$ cat config.mk
export PLATFORM = sky130hd
export DESIGN_NAME = apv_frame_processor
export DESIGN_NICKNAME = d
export VERILOG_FILES = /design/src/rtl/apv_frame_processor_pkg.sv /design/src/rtl/apv_frame_processor_out_buffer.sv /design/src/rtl/apv_frame_processor.sv
export SDC_FILE = /design/constraint.sdc
export NUM_CORES = 1
export LEC_CHECK = 0
export CAP_MARGIN = 30
export CORE_UTILIZATION = 35
export DETAILED_ROUTE_END_ITERATION = 6
export DONT_BUFFER_PORTS = 1
export RECOVER_POWER = 25
export SLEW_MARGIN = 30
export SYNTH_ARGS = -nofsm -noshare
export SYNTH_HDL_FRONTEND = slang
export SYNTH_SLANG_ARGS = --single-unit
export TNS_END_PERCENT = 1
$ cat constraint.sdc
create_clock -name CLK -period 3.95 [get_ports CLK]
set_clock_uncertainty 0.15 [all_clocks]
set_input_delay 0.79 -clock CLK [delete_from_list [all_inputs] [get_ports CLK]]
set_output_delay 0.79 -clock CLK [all_outputs]
set_load 0.02 [all_outputs]
$ cat src/rtl/apv_frame_processor_pkg.sv
// Shared constants for the APV frame processor.
// Holds the output word tags, frame geometry, the marker sample value,
// the output word field positions, the datapath widths and a helper that
// packs an output word from its fields.
package apv_frame_processor_pkg;

  localparam int APV_N_CHANNELS = 128;
  localparam int DATA_W         = 13;
  localparam int BASE_W         = 12;
  localparam int OUT_W          = 24;

  // Output word tags
  localparam logic [1:0] TAG_HDR = 2'b00;
  localparam logic [1:0] TAG_SMP = 2'b01;
  localparam logic [1:0] TAG_TRL = 2'b10;

  // A sample with this raw value is forwarded untouched and never dropped.
  localparam logic [DATA_W-1:0] MARKER_WORD = 13'h0FFF;

  // Output word field positions: [23:22] tag, [21:14] aux, [13] 0, [12:0] value
  localparam int TAG_MSB = 23;
  localparam int TAG_LSB = 22;
  localparam int AUX_MSB = 21;
  localparam int AUX_LSB = 14;
  localparam int PAD_BIT = 13;
  localparam int VAL_MSB = 12;
  localparam int VAL_LSB = 0;

  function automatic logic [OUT_W-1:0] pack_word(input logic [1:0]        tag,
                                                 input logic [7:0]        aux,
                                                 input logic [DATA_W-1:0] value);
    logic [OUT_W-1:0] w;
    w                  = '0;
    w[TAG_MSB:TAG_LSB] = tag;
    w[AUX_MSB:AUX_LSB] = aux;
    w[PAD_BIT]         = 1'b0;
    w[VAL_MSB:VAL_LSB] = value;
    return w;
  endfunction

endpackage

$ cat src/rtl/apv_frame_processor_out_buffer.sv
// apv_out_buffer: two-entry synchronous FIFO that decouples the frame
// datapath from the event builder's ready signal.
// Ports:
//   CLK, RST    clock, asynchronous active-high reset (empties the buffer)
//   PUSH        write PUSH_DATA at the tail
//   PUSH_DATA   24-bit tagged word
//   POP         drop the head entry (driven as OUT_VALID & OUT_READY)
//   HEAD_DATA   head entry, held stable until popped
//   HEAD_VALID  buffer is not empty
//   OCCUPANCY   number of stored entries (0..2)
module apv_out_buffer
  import apv_frame_processor_pkg::*;
(
  input  logic             CLK,
  input  logic             RST,
  input  logic             PUSH,
  input  logic [OUT_W-1:0] PUSH_DATA,
  input  logic             POP,
  output logic [OUT_W-1:0] HEAD_DATA,
  output logic             HEAD_VALID,
  output logic [1:0]       OCCUPANCY
);

  logic [OUT_W-1:0] mem_q [2];
  logic             wr_ptr_q;
  logic             rd_ptr_q;
  logic [1:0]       count_q;

  always_ff @(posedge CLK or posedge RST) begin
    if (RST) begin
      for (int i = 0; i < 2; i++) mem_q[i] <= '0;
      wr_ptr_q <= 1'b0;
      rd_ptr_q <= 1'b0;
      count_q  <= 2'd0;
    end else begin
      if (PUSH) begin
        mem_q[wr_ptr_q] <= PUSH_DATA;
        wr_ptr_q        <= ~wr_ptr_q;
      end
      if (POP) rd_ptr_q <= ~rd_ptr_q;
      count_q <= count_q + {1'b0, PUSH} - {1'b0, POP};
    end
  end

  assign HEAD_DATA  = mem_q[rd_ptr_q];
  assign HEAD_VALID = (count_q != 2'd0);
  assign OCCUPANCY  = count_q;

endmodule

$ cat src/rtl/apv_frame_processor.sv
// apv_frame_processor: downstream stage of one APV readout channel.
// Pops a complete frame (header, N_CHANNELS samples, trailer) from the data
// FIFO plus one baseline word per frame, subtracts the baseline, optionally
// zero-suppresses, and emits tagged 24-bit words.
//
// Output handshake: a word transfers on a rising edge where OUT_VALID and
// OUT_READY are both 1; while OUT_VALID = 1 and OUT_READY = 0 the word on
// OUT_DATA is held unchanged, and OUT_VALID never drops without a transfer.
//
// Ports:
//   CLK, RST          clock, asynchronous active-high reset
//   ENABLE            permits starting a new frame
//   ZS_ENABLE         drop samples at or below THRESHOLD
//   BASELINE_ENABLE   0 = subtract 0 instead of MEAN
//   THRESHOLD         zero-suppression threshold (unsigned)
//   FIFO_DATA/EMPTY   data FIFO q (valid 1 cycle after FIFO_RD) and empty
//   FIFO_RD           data FIFO read request
//   MEAN              baseline FIFO q (valid 1 cycle after RD_NEXT_MEAN)
//   ONE_MORE_EVENT    a complete frame is stored
//   RD_NEXT_MEAN      baseline FIFO read request
//   OUT_DATA/VALID    tagged output word, valid
//   OUT_READY         consumer accepts the word
//   BUSY              state machine not in IDLE
//   FRAME_ERROR       sticky bad-header flag, CLEAR_ERROR clears it
//   DBG_STATE         current state code, for observation only
module apv_frame_processor
  import apv_frame_processor_pkg::*;
#(
  parameter int N_CHANNELS = APV_N_CHANNELS,
  parameter int OUT_DEPTH  = 2
) (
  input  logic              CLK,
  input  logic              RST,
  input  logic              ENABLE,
  input  logic              ZS_ENABLE,
  input  logic              BASELINE_ENABLE,
  input  logic [BASE_W-1:0] THRESHOLD,
  input  logic [DATA_W-1:0] FIFO_DATA,
  input  logic              FIFO_EMPTY,
  output logic              FIFO_RD,
  input  logic [BASE_W-1:0] MEAN,
  input  logic              ONE_MORE_EVENT,
  output logic              RD_NEXT_MEAN,
  output logic [OUT_W-1:0]  OUT_DATA,
  output logic              OUT_VALID,
  input  logic              OUT_READY,
  output logic              BUSY,
  output logic              FRAME_ERROR,
  input  logic              CLEAR_ERROR,
  output logic [2:0]        DBG_STATE
);

  localparam logic [2:0] ST_IDLE = 3'd0;
  localparam logic [2:0] ST_MEAN = 3'd1;
  localparam logic [2:0] ST_HDR  = 3'd2;
  localparam logic [2:0] ST_SMP  = 3'd3;
  localparam logic [2:0] ST_TRL  = 3'd4;

  localparam logic [6:0] LAST_CHAN = 7'(N_CHANNELS - 1);
  localparam logic [7:0] KEPT_MAX  = 8'(N_CHANNELS);

  logic [2:0]        state_q;
  logic [BASE_W-1:0] base_q;
  logic [BASE_W-1:0] thr_q;
  logic              zs_q;
  logic [6:0]        chan_q;
  logic [7:0]        kept_q;
  logic              frame_error_q;

  // One read is in flight for a cycle: its kind and channel travel with it.
  logic              rd_vld_q;
  logic [1:0]        rd_tag_q;
  logic [6:0]        rd_chan_q;

  logic              start;
  logic              in_frame;
  logic              rd_issue;
  logic [1:0]        rd_tag;
  logic              pop;
  logic              push;
  logic [OUT_W-1:0]  push_data;
  logic [1:0]        occupancy;
  logic [2:0]        committed;
  logic signed [13:0] diff;
  logic [12:0]       sat;
  logic              is_marker;
  logic              keep;
  logic              hdr_bad;
  logic              kept_inc;

  // ---------------------------------------------------------------- control
  // RST gates the start request so no baseline pop escapes during reset.
  assign start    = (state_q == ST_IDLE) & ENABLE & ONE_MORE_EVENT & ~FIFO_EMPTY & ~RST;
  assign in_frame = (state_q == ST_HDR) | (state_q == ST_SMP) | (state_q == ST_TRL);
  assign pop      = OUT_VALID & OUT_READY;

  // Slots already spoken for: stored words plus the word still in flight,
  // minus the word leaving this cycle. A read is only issued when its word
  // is guaranteed a slot, so the buffer can never overflow.
  assign committed = {1'b0, occupancy} + {2'b00, rd_vld_q} - {2'b00, pop};
  assign rd_issue  = in_frame & ~FIFO_EMPTY & (committed < 3'(OUT_DEPTH));

  always_comb begin
    rd_tag = TAG_TRL;
    case (state_q)
      ST_HDR:  rd_tag = TAG_HDR;
      ST_SMP:  rd_tag = TAG_SMP;
      default: rd_tag = TAG_TRL;
    endcase
  end

  always_ff @(posedge CLK or posedge RST) begin
    if (RST) begin
      state_q <= ST_IDLE;
      base_q  <= '0;
      thr_q   <= '0;
      zs_q    <= 1'b0;
      chan_q  <= '0;
    end else begin
      case (state_q)
        ST_IDLE: if (start) state_q <= ST_MEAN;
        ST_MEAN: begin
          base_q  <= BASELINE_ENABLE ? MEAN : '0;
          thr_q   <= THRESHOLD;
          zs_q    <= ZS_ENABLE;
          chan_q  <= '0;
          state_q <= ST_HDR;
        end
        ST_HDR: if (rd_issue) state_q <= ST_SMP;
        ST_SMP: if (rd_issue) begin
          chan_q <= chan_q + 7'd1;
          if (chan_q == LAST_CHAN) state_q <= ST_TRL;
        end
        ST_TRL: if (rd_issue) state_q <= ST_IDLE;
        default: state_q <= ST_IDLE;
      endcase
    end
  end

  always_ff @(posedge CLK or posedge RST) begin
    if (RST) begin
      rd_vld_q  <= 1'b0;
      rd_tag_q  <= TAG_HDR;
      rd_chan_q <= '0;
    end else begin
      rd_vld_q  <= rd_issue;
      rd_tag_q  <= rd_tag;
      rd_chan_q <= chan_q;
    end
  end

  // --------------------------------------------------------------- datapath
  // Unsigned 13-bit sample minus unsigned 12-bit baseline fits in 14 bits
  // signed; the result is clamped to the 13-bit signed output range.
  always_comb begin
    diff = $signed({1'b0, FIFO_DATA}) - $signed({2'b00, base_q});
    if (diff > 14'sd4095)       sat = 13'h0FFF;
    else if (diff < -14'sd4096) sat = 13'h1000;
    else                        sat = diff[12:0];
  end

  assign is_marker = (FIFO_DATA == MARKER_WORD);
  assign keep      = is_marker | ~zs_q |
                     ($signed({sat[12], sat}) > $signed({2'b00, thr_q}));

  always_comb begin
    push_data = '0;
    case (rd_tag_q)
      TAG_HDR: push_data = pack_word(TAG_HDR, 8'h00, {1'b0, FIFO_DATA[11:0]});
      TAG_SMP: push_data = pack_word(TAG_SMP, {1'b0, rd_chan_q},
                                     is_marker ? MARKER_WORD : sat);
      default: push_data = pack_word(TAG_TRL, kept_q, {1'b0, FIFO_DATA[11:0]});
    endcase
  end

  assign push     = rd_vld_q & ((rd_tag_q != TAG_SMP) | keep);
  assign hdr_bad  = rd_vld_q & (rd_tag_q == TAG_HDR) & (FIFO_DATA[11:9] != 3'b111);
  assign kept_inc = rd_vld_q & (rd_tag_q == TAG_SMP) & keep & (kept_q != KEPT_MAX);

  always_ff @(posedge CLK or posedge RST) begin
    if (RST) begin
      kept_q <= '0;
    end else if (state_q == ST_MEAN) begin
      kept_q <= '0;
    end else if (kept_inc) begin
      kept_q <= kept_q + 8'd1;
    end
  end

  // A new bad header outranks a clear in the same cycle.
  always_ff @(posedge CLK or posedge RST) begin
    if (RST)              frame_error_q <= 1'b0;
    else if (hdr_bad)     frame_error_q <= 1'b1;
    else if (CLEAR_ERROR) frame_error_q <= 1'b0;
  end

  apv_out_buffer u_out_buffer (
    .CLK        (CLK),
    .RST        (RST),
    .PUSH       (push),
    .PUSH_DATA  (push_data),
    .POP        (pop),
    .HEAD_DATA  (OUT_DATA),
    .HEAD_VALID (OUT_VALID),
    .OCCUPANCY  (occupancy)
  );

  assign FIFO_RD      = rd_issue;
  assign RD_NEXT_MEAN = start;
  assign BUSY         = (state_q != ST_IDLE);
  assign FRAME_ERROR  = frame_error_q;
  assign DBG_STATE    = state_q;

endmodule
== Word level (Yosys, flattened, before mapping) ==
Cells that the tools add are included.

* Latch bits: 0
* Memories kept: 0
* RAM bits: 0
* ROM bits: 0
* Flip-flop bits (word level): 106

* Shifts and indexed selects: 0
* Bitwise logic cells: 25
* $mul: 0
* Reduce and logical (&&, ||, !) cells: 10
* Muxes and demuxes: 24
* Equality and inequality tests: 15
* Order comparisons: 7
* Divide/modulo/power cells: 0
* Add/subtract/negate cells: 7

{| class="wikitable"
|+ Operators by type and width
! kind !! count
|-
| two-way mux 24 bit || 4
|-
| bitwise mux 48 bit || 1
|-
| one-hot mux 24 bit (2 select lines) || 1
|-
| two-way mux 13 bit || 3
|-
| demux 24 bit (select 1 bit) || 1
|-
| two-way mux 8 bit || 2
|-
| two-way mux 3 bit || 5
|-
| one-hot mux 3 bit (5 select lines) || 1
|-
| > comparator 14 x 13 -> 1 bit, second input constant || 1
|-
| < comparator 14 x 13 -> 1 bit, second input constant || 1
|-
| one-hot mux 7 bit (2 select lines) || 1
|-
| subtractor 13 x 12 -> 14 bit || 1
|-
| bitwise AND 1 bit || 13
|-
| == test 13 x 12 -> 1 bit, second input constant || 1
|-
| > comparator 13 bit || 1
|-
| two-way mux 12 bit || 1
|-
| adder 8 x 1 -> 8 bit, second input constant || 1
|-
| inequality test 2 bit, second input constant || 4
|-
| inequality test 8 bit, second input constant || 1
|-
| nonzero test 2 bit || 4
|-
| adder 7 x 1 -> 7 bit, second input constant || 1
|-
| == test 7 bit, second input constant || 1
|-
| two-way mux 7 bit || 1
|-
| == test 3 x 2 -> 1 bit, second input constant || 2
|-
| 23 further kinds || 35
|}

== Longest topological paths before layout ==
Gate-level depths: netlist of run 1.

* Depth after elaboration: 10
* Gate-level depth with buffers: 21
* Gate-level depth less buffers: 19

== Cells and area by module ==
From an unflattened synthesis of run 1, not the netlist that was laid out.

* Cells, all modules: 567
* Area total of the unflattened synthesis: 6009.5 sq um

{| class="wikitable"
|+ By module, submodules not included
! module !! area each (sq um) !! cells an instance !! times used
|-
| apv_frame_processor || 3641.0 || 423 || 1
|-
| apv_out_buffer || 2368.5 || 144 || 1
|}

== Least setup slack after synthesis of run 1 ==
OpenSTA, ideal clock, no wires.

* Kind: input port to flip-flop
* Start point: in FIFO_DATA[2]
* End point: reg u_out_buffer.mem_q[26] (netlist bit)
* Path buffers: 1
* Library setup time: 0.125 ns
* Setup slack: -0.722 ns
* Cell stages on the path: 18
* Data arrival time: 4.397 ns
* Cell sequence: ha_1 > nor2b_1 > o31ai_1 > a21oi_1 > nor2_1 > mux2_2 > nand2_1 > clkbuf_1 > o21ai_0 > ha_1 > nand4_1 > nor2_1 > o31ai_1 > a21o_1 > o211ai_4 > and2_4 > and2b_4 > mux2_2

* Word-level cells in the longest chain between the ends: 8
* Elaborated cells between the ends (all ways): 14
* Classes of those cells: add/sub (1); order compare (3); eq/ne (1); mux (5); bitwise (4)

{| class="wikitable"
|+ Ends and longest elaborated chain
! element !! line !! text
|-
| start, declared || apv_frame_processor.sv:38 || <nowiki>input logic [DATA_W-1:0] FIFO_DATA,</nowiki>
|-
| subtractor 13 x 12 -> 14 bit || apv_frame_processor.sv:156 || <nowiki>diff = $signed({1'b0, FIFO_DATA}) - $signed({2'b00, base_q});</nowiki>
|-
| < comparator 14 x 13 -> 1 bit || apv_frame_processor.sv:158 || <nowiki>else if (diff < -14'sd4096) sat = 13'h1000;</nowiki>
|-
| two-way mux 13 bit || apv_frame_processor.sv:158 ||
|-
| two-way mux 13 bit || apv_frame_processor.sv:157 || <nowiki>if (diff > 14'sd4095) sat = 13'h0FFF;</nowiki>
|-
| > comparator 13 bit || apv_frame_processor.sv:164 || <nowiki>($signed({sat[12], sat}) > $signed({2'b00, thr_q}));</nowiki>
|-
| bitwise OR 1 bit || apv_frame_processor.sv:163 || <nowiki>assign keep = is_marker | ~zs_q |</nowiki>
|-
| bitwise OR 1 bit || apv_frame_processor.sv:176 || <nowiki>assign push = rd_vld_q & ((rd_tag_q != TAG_SMP) | keep);</nowiki>
|-
| bitwise AND 1 bit || apv_frame_processor.sv:176 ||
|-
| end signal, assigned by index || apv_frame_processor_out_buffer.sv:37 || <nowiki>mem_q[wr_ptr_q] <= PUSH_DATA;</nowiki>
|-
| end, declared || apv_frame_processor_out_buffer.sv:24 || <nowiki>logic [OUT_W-1:0] mem_q [2];</nowiki>
|}

Parallel ways exist; a longest one is shown, timed or not.
A chain may end at the register's enable or synchronous reset.

== Final worst setup path of run 1 ==
* Start point: in FIFO_DATA[0]
* End point: reg u_out_buffer.mem_q[26] (netlist bit)

Same word-level chain as after synthesis.

==> impl_metrics.env, run 1 <==
export IMPL_status="complete, but fails checks"
export IMPL_violations="capacitance limit, slew limit, setup timing"
export IMPL_clock_sinks=104
export IMPL_slew_headroom_pct=-20.6
export IMPL_grt_pass1_wl_um=24300
export IMPL_synth_simple_area_share_pct=15.2
export IMPL_dieArea_um2=17200
export IMPL_crit_slowest_cell="fa_2"
export IMPL_fp_dieW_um=131
export IMPL_synth_xor_area_share_pct=3.00
export IMPL_fin_crit_sh_pct=107
export IMPL_cap_violations=1
export IMPL_initial_core_util_pct=36.3
export IMPL_critPathKind="input pin to register"
export IMPL_r2r_start="base_q[0]$_DFFE_PP0P_"
export IMPL_wire_per_inst_um=17.0
export IMPL_cts_buffers=9
export IMPL_grt_max_degree=49
export IMPL_crit_buf_inv=2
export IMPL_syn_instance_count=571
export IMPL_yosys_register_bits=104
export IMPL_synth_main_ff_cell="dfrtp_1"
export IMPL_cts_tree="built"
export IMPL_synth_top_family_by_area="simple AND/OR/NAND/NOR gates"
export IMPL_async_flop_share_pct=100
export IMPL_start_kind="input pin"
export IMPL_syn_num_nets=649
export IMPL_final_cell_mix="dfrtp_1 (103), buf_4 (79), nand2_1 (46), nor2_1 (41), o21ai_0 (37)"
export IMPL_rsz0062_at_grt="true"
export IMPL_crit_family="simple AND/OR/NAND/NOR gates"
export IMPL_drive_gt1_share_pct=33.1
export IMPL_finalPower_w=0.00629
export IMPL_cts_hold_buffers=0
export IMPL_final_nets=720
export IMPL_synth_area_leaders="dfrtp_1 (45%), mux2_2 (8.1%), ha_1 (6.4%)"
export IMPL_rows=46
export IMPL_hold_class="register to register"
export IMPL_gp_congestion=0.904
export IMPL_synth_mux_area_share_pct=12.7
export IMPL_dr_first_iter_drc_count=269
export IMPL_p_leak_nw=3.40
export IMPL_cts_max_level=3
export IMPL_vdd_drop_max_uv=300
export IMPL_synth_compound_area_share_pct=12.7
export IMPL_period_needed_ps=4230
export IMPL_synth_cell_type_count=64
export IMPL_synth_edf_count=0
export IMPL_required_ps=4040
export IMPL_endpoint_kind="register"
export IMPL_syn2layout_area_growth_pct=24.8
export IMPL_path_cells="inv_8 > ha_4 > fa_2 > nor2b_4 > o31ai_4 > a21oi_2 > nor2_2 > mux2_4 > nand2_4 > buf_6 > o21ai_2 > ha_1 > nand4_1 > nor2_2 > o31ai_2 > a21o_1 > o211ai_4 > and2_4 > and2b_4 > mux2_4"
export IMPL_hold_path_end="rd_chan_q[1]$_DFF_PP0_"
export IMPL_setup_ws_ps=-281
export IMPL_postRouteAntennaNets=0
export IMPL_place_hpwl_um=11300
export IMPL_crit_fanout=6
export IMPL_synth_fa_ha_area_share_pct=7.11
export IMPL_finalSetupViolations=56
export IMPL_synth_top_area_share_pct=44.5
export IMPL_yosysSeqAreaShare_pct=44.5
export IMPL_min_from="chan_q[1]$_DFFE_PP0P_"
export IMPL_maxSlewViolCount=44
export IMPL_totalWireLength_um=14600
export IMPL_powerDensity_nw_per_um2=863
export IMPL_path_depth=20
export IMPL_die_h_um=131
export IMPL_final_common_cell="dfrtp_1"
export IMPL_yosys_area_top_type="dfrtp_1"
export IMPL_track_usage_pct=18.0
export IMPL_path_clk_slew_ps=70
export IMPL_finalHoldViolCount=0
export IMPL_clock_fmax_mhz=236
export IMPL_synth_area_per_cell_um2=10.2
export IMPL_grt_overflow_total=0
export IMPL_ff2ff_path_depth=19
export IMPL_route_detailed_drc=0
export IMPL_crit_arrival_ps=4320
export IMPL_core_area_um2=16100
export IMPL_cts_buffer_depth=2
export IMPL_port_buffers=0
export IMPL_dr_pass1_iters=4
export IMPL_whs_path_depth=0
export IMPL_tightest_slew_ps=1800
export IMPL_yosysWarningCount=0
export IMPL_cts_root_buf="clkbuf_16"
export IMPL_r2r_end="u_out_buffer.mem_q[26]$_DFFE_PP0P_"
export IMPL_grt_pass1_vias=4587
export IMPL_insertion_delay_ps=360
export IMPL_dr_total_vias=4401
export IMPL_synthesis_area_um2=5840
export IMPL_antenna_found_initial=1
export IMPL_routed_via_density=5.09
export IMPL_whs_ps=275
export IMPL_rrSetupSlack_ps=-260
export IMPL_num_io_pins=78
export IMPL_max_stage_delay_ps=380
## synth_stat cells, drive strengths merged (9+ instances only)
| cell type | n |
|---|---|
| a22o | 14 |
| xnor2 | 9 |
| dfrtp | 104 |
| nor2 | 43 |
| clkbuf | 16 |
| buf | 9 |
| mux2 | 59 |
| nand2 | 51 |
| a21oi | 22 |
| o21ai | 44 |
| ha | 30 |
| inv | 38 |
| xor2 | 11 |
| nand3 | 26 |
## registers in the layout, indices dropped and copies added (netlist names)
signal                  cells
rd_vld_q                    1
u_out_buffer.rd_ptr_q       1
DBG_STATE                   3
rd_tag_q                    2
u_out_buffer.wr_ptr_q       1
u_out_buffer.OCCUPANCY      2
base_q                     12
rd_chan_q                   7
thr_q                      12
chan_q                      7
u_out_buffer.mem_q         46
kept_q                      8
FRAME_ERROR                 1
zs_q                        1
## per-stage QoR
stage	worst slack, ps	std cells	area [um2]	TNS, ps	util, %
2_1_floorplan	-435	571	6020	-15450	-
3_3_place_gp	-610	843	6800	-28440	42.2
3_5_place_dp	-713	843	6800	-33780	42.2
4_1_cts	-211	861	7180	-5910	44.6
5_1_grt	-386	863	7290	-15270	45.2
6_report	-281	864	7290	-8710	45.2
## worst register-to-register path, delay by kind of cell (launching register included)
family / cells / cell delay [ps]
buffers and inverters: 1 / 120
adder cells (fa/ha/maj): 3 / 850
AND/OR/NAND/NOR: 7 / 1060
multiplexers: 2 / 630
flip-flops: 1 / 410
AO/OA/AOI/OAI: 6 / 880
## cell families after synthesis
group | Yosys count
AOI/OAI and AO/OA | 113
xor gates and xnor gates | 20
adders and majority gates | 32
buffers and inverters | 63
DFF | 104
muxes | 61
other | 1
and+or+nand+nor | 177
## area by class of cell
cell class	count	area [um2]
inverter	38	151
fill	1551	8820
tap	216	270
sequential	104	2600
antenna	1	2.50
timing repair buffer	85	687
clock buffer	10	239
multi-input combinational	404	3250
clock inverter	6	83.8
## power breakdown
part	internal, W	switching (W)
combinational	0.00177	0.00181
sequential	0.00147	0.000292
clock	0.000524	0.000426
total	0.00376	0.00253
## worst max path at each step
stage	from	slack (ps)	to
CTS	base_q[0]$_DFFE_PP0P_	-210	u_out_buffer.mem_q[26]$_DFFE_PP0P_
detailed placement	FIFO_DATA[0]	-710	u_out_buffer.mem_q[26]$_DFFE_PP0P_
floorplan	FIFO_DATA[0]	-440	u_out_buffer.mem_q[26]$_DFFE_PP0P_
finish	FIFO_DATA[0]	-280	u_out_buffer.mem_q[26]$_DFFE_PP0P_
global route	base_q[1]$_DFFE_PP0P_	-390	u_out_buffer.mem_q[28]$_DFFE_PP0P_
global placement	FIFO_DATA[0]	-610	kept_q[3]$_DFFE_PP0P_
## repair_timing
item | 4_1_cts | 5_1_grt
endpoints found under the setup margin | 56 | 58
gates resized for setup | 10 | 20
buffers inserted | 2 | 2
pin swaps | 7 | 10
## layer usage
| layer | wire [um] | track usage [%] |
|---|---|---|
| met1 | 6710 | 23.7 |
| met2 | 6860 | 28.9 |
| met3 | 688 | 3.05 |
| met4 | 387 | 8.30 |
| met5 | 0 | 0 |
(Power assumes the default switching activity.)
==> run 2, diff against run 1 <==
CORE_ASPECT_RATIO = 1.4   (was unset)
CORE_MARGIN = 5   (was unset)
==> impl_metrics.env, run 2 (synthesized netlist as in run 1, its figures left out) <==
export IMPL_status="complete, but fails checks"
export IMPL_violations="capacitance limit, slew limit, setup timing"
export IMPL_dr_total_vias=4424
export IMPL_ff2ff_path_depth=19
export IMPL_dr_first_iter_drc_count=148
export IMPL_powerDensity_nw_per_um2=868
export IMPL_syn2layout_area_growth_pct=24.6
export IMPL_finalHoldViolCount=0
export IMPL_cts_max_level=3
export IMPL_cts_buffer_depth=2
export IMPL_num_io_pins=78
export IMPL_initial_core_util_pct=35.2
export IMPL_period_needed_ps=4220
export IMPL_whs_path_depth=0
export IMPL_grt_overflow_total=0
export IMPL_wire_per_inst_um=18.0
export IMPL_final_cell_mix="dfrtp_1 (103), buf_4 (72), nand2_1 (44), nor2_1 (42)"
export IMPL_grt_max_degree=89
export IMPL_crit_arrival_ps=4310
export IMPL_dieArea_um2=19400
export IMPL_reg_top3="u_out_buffer.mem_q: 46 flops, base_q: 12 flops, thr_q: 12 flops"
export IMPL_endpoint_kind="register"
export IMPL_cap_violations=1
export IMPL_cts_hold_buffers=0
export IMPL_post_route_util_pct=43.8
export IMPL_cts_buffers=9
export IMPL_route_detailed_drc=0
export IMPL_tns_ps=-8520
export IMPL_postRouteAntennaNets=0
export IMPL_rows=56
export IMPL_tightest_slew_ps=1840
export IMPL_p_leak_nw=3.39
export IMPL_required_ps=4040
export IMPL_fin_crit_sh_pct=107
export IMPL_grt_pass1_vias=4651
export IMPL_stdcell_count=845
export IMPL_clock_sinks=104
export IMPL_clock_fmax_mhz=237
export IMPL_path_cells="inv_12 > ha_4 > fa_2 > nor2b_4 > o31ai_4 > a21oi_2 > nor2_2 > mux2_4 > nand2_4 > buf_8 > o21ai_4 > ha_4 > nand4_1 > nor2_1 > o31ai_2 > a21o_1 > o211ai_4 > and2_4 > and2b_4 > mux2_4"
export IMPL_hold_class="register to register"
export IMPL_fp_dieW_um=119
export IMPL_die_h_um=163
export IMPL_insertion_delay_ps=350
export IMPL_critPathKind="input pin to register"
export IMPL_max_stage_delay_ps=390
export IMPL_slew_headroom_pct=-22.7
export IMPL_vdd_drop_max_uv=313
export IMPL_diodes=0
export IMPL_path_clk_slew_ps=70
export IMPL_core_area_um2=16600
export IMPL_final_nets=715
export IMPL_cts_root_buf="clkbuf_16"
export IMPL_drive_gt1_share_pct=33.3
export IMPL_track_usage_pct=15.9
export IMPL_max_flop_register="u_out_buffer.mem_q"
export IMPL_largest_reg_flops=46
export IMPL_place_hpwl_um=11700
export IMPL_cts_tree="built"
export IMPL_grt_pass1_wl_um=24400
export IMPL_start_kind="input pin"
export IMPL_crit_slowest_cell="fa_2"
export IMPL_pre_cts_slack_ps=-727
export IMPL_setup_ws_ps=-271
export IMPL_totalWireLength_um=15200
export IMPL_antenna_found_initial=0
export IMPL_dp_cells=826
export IMPL_finalSetupViolations=56
export IMPL_routed_via_density=5.24
export IMPL_maxSlewViolCount=89
export IMPL_crit_fanout=5
export IMPL_rsz0062_at_grt="true"
export IMPL_gp_congestion=0.936
export IMPL_final_common_cell="dfrtp_1"
export IMPL_port_buffers=0
export IMPL_dr_pass1_iters=4
==> run 2: timing repair <==
action | in CTS | in global routing
pin swaps | 14 | 13
setup endpoints to repair | 57 | 58
buffers inserted | 0 | 3
resized for setup | 23 | 18
==> run 2: power by group <==
group / total [W] / switching, W / internal (W) / leakage [nW]
Clock: 0.000901 / 0.000449 / 0.000453 / 0.149
Combinational: 0.00364 / 0.00184 / 0.00180 / 1.99
Sequential: 0.00177 / 0.000302 / 0.00147 / 1.26
==> run 2: final cells by class <==
class	count	area, um2
clock buffer	9	225
clock inverter	7	76.3
fill	1528	9330
inverter	38	159
multi-input combinational	404	3290
sequential	104	2600
tap	203	254
timing repair buffer	80	669
==> run 2: per-layer routing <==
layer	global-route usage, %	routed length, um	up-vias
met5	0	0	-
met1	19.7	6430	2182
met3	2.61	602	32
li1	-	-	2112
met2	26.9	7540	98
met4	7.54	602	0
==> run 2: final timing paths <==
check	startpoint	slack, ps	to
setup / recovery	FIFO_DATA[0]	-270	u_out_buffer.mem_q[30]$_DFFE_PP0P_
hold / removal	chan_q[1]$_DFFE_PP0P_	270	rd_chan_q[1]$_DFF_PP0_
setup reg to reg	base_q[0]$_DFFE_PP0P_	-260	u_out_buffer.mem_q[30]$_DFFE_PP0P_
hold reg to reg	chan_q[1]$_DFFE_PP0P_	270	rd_chan_q[1]$_DFF_PP0_
max in group asynchronous	RST	1940	u_out_buffer.rd_ptr_q$_DFFE_PP0P_
min in group asynchronous	RST	680	base_q[11]$_DFFE_PP0P_
==> run 2: stage by stage <==
stage	total power [W]	hold slack, ps	area, um2
after floorplan	0.00396	240	6020
after global placement	0.00509	265	6770
after detailed placement	0.00518	260	6770
after CTS	0.00619	277	7160
after global routing	0.00677	305	7280
final	0.00632	272	7280
==> run 2: worst max-delay path: cells and delay by family <==
family	cells	cell delay (ps)
muxes	2	630
AOI/OAI and AO/OA	6	930
adders and majority gates	3	810
and+or+nand+nor	7	990
buffers and inverters	2	140
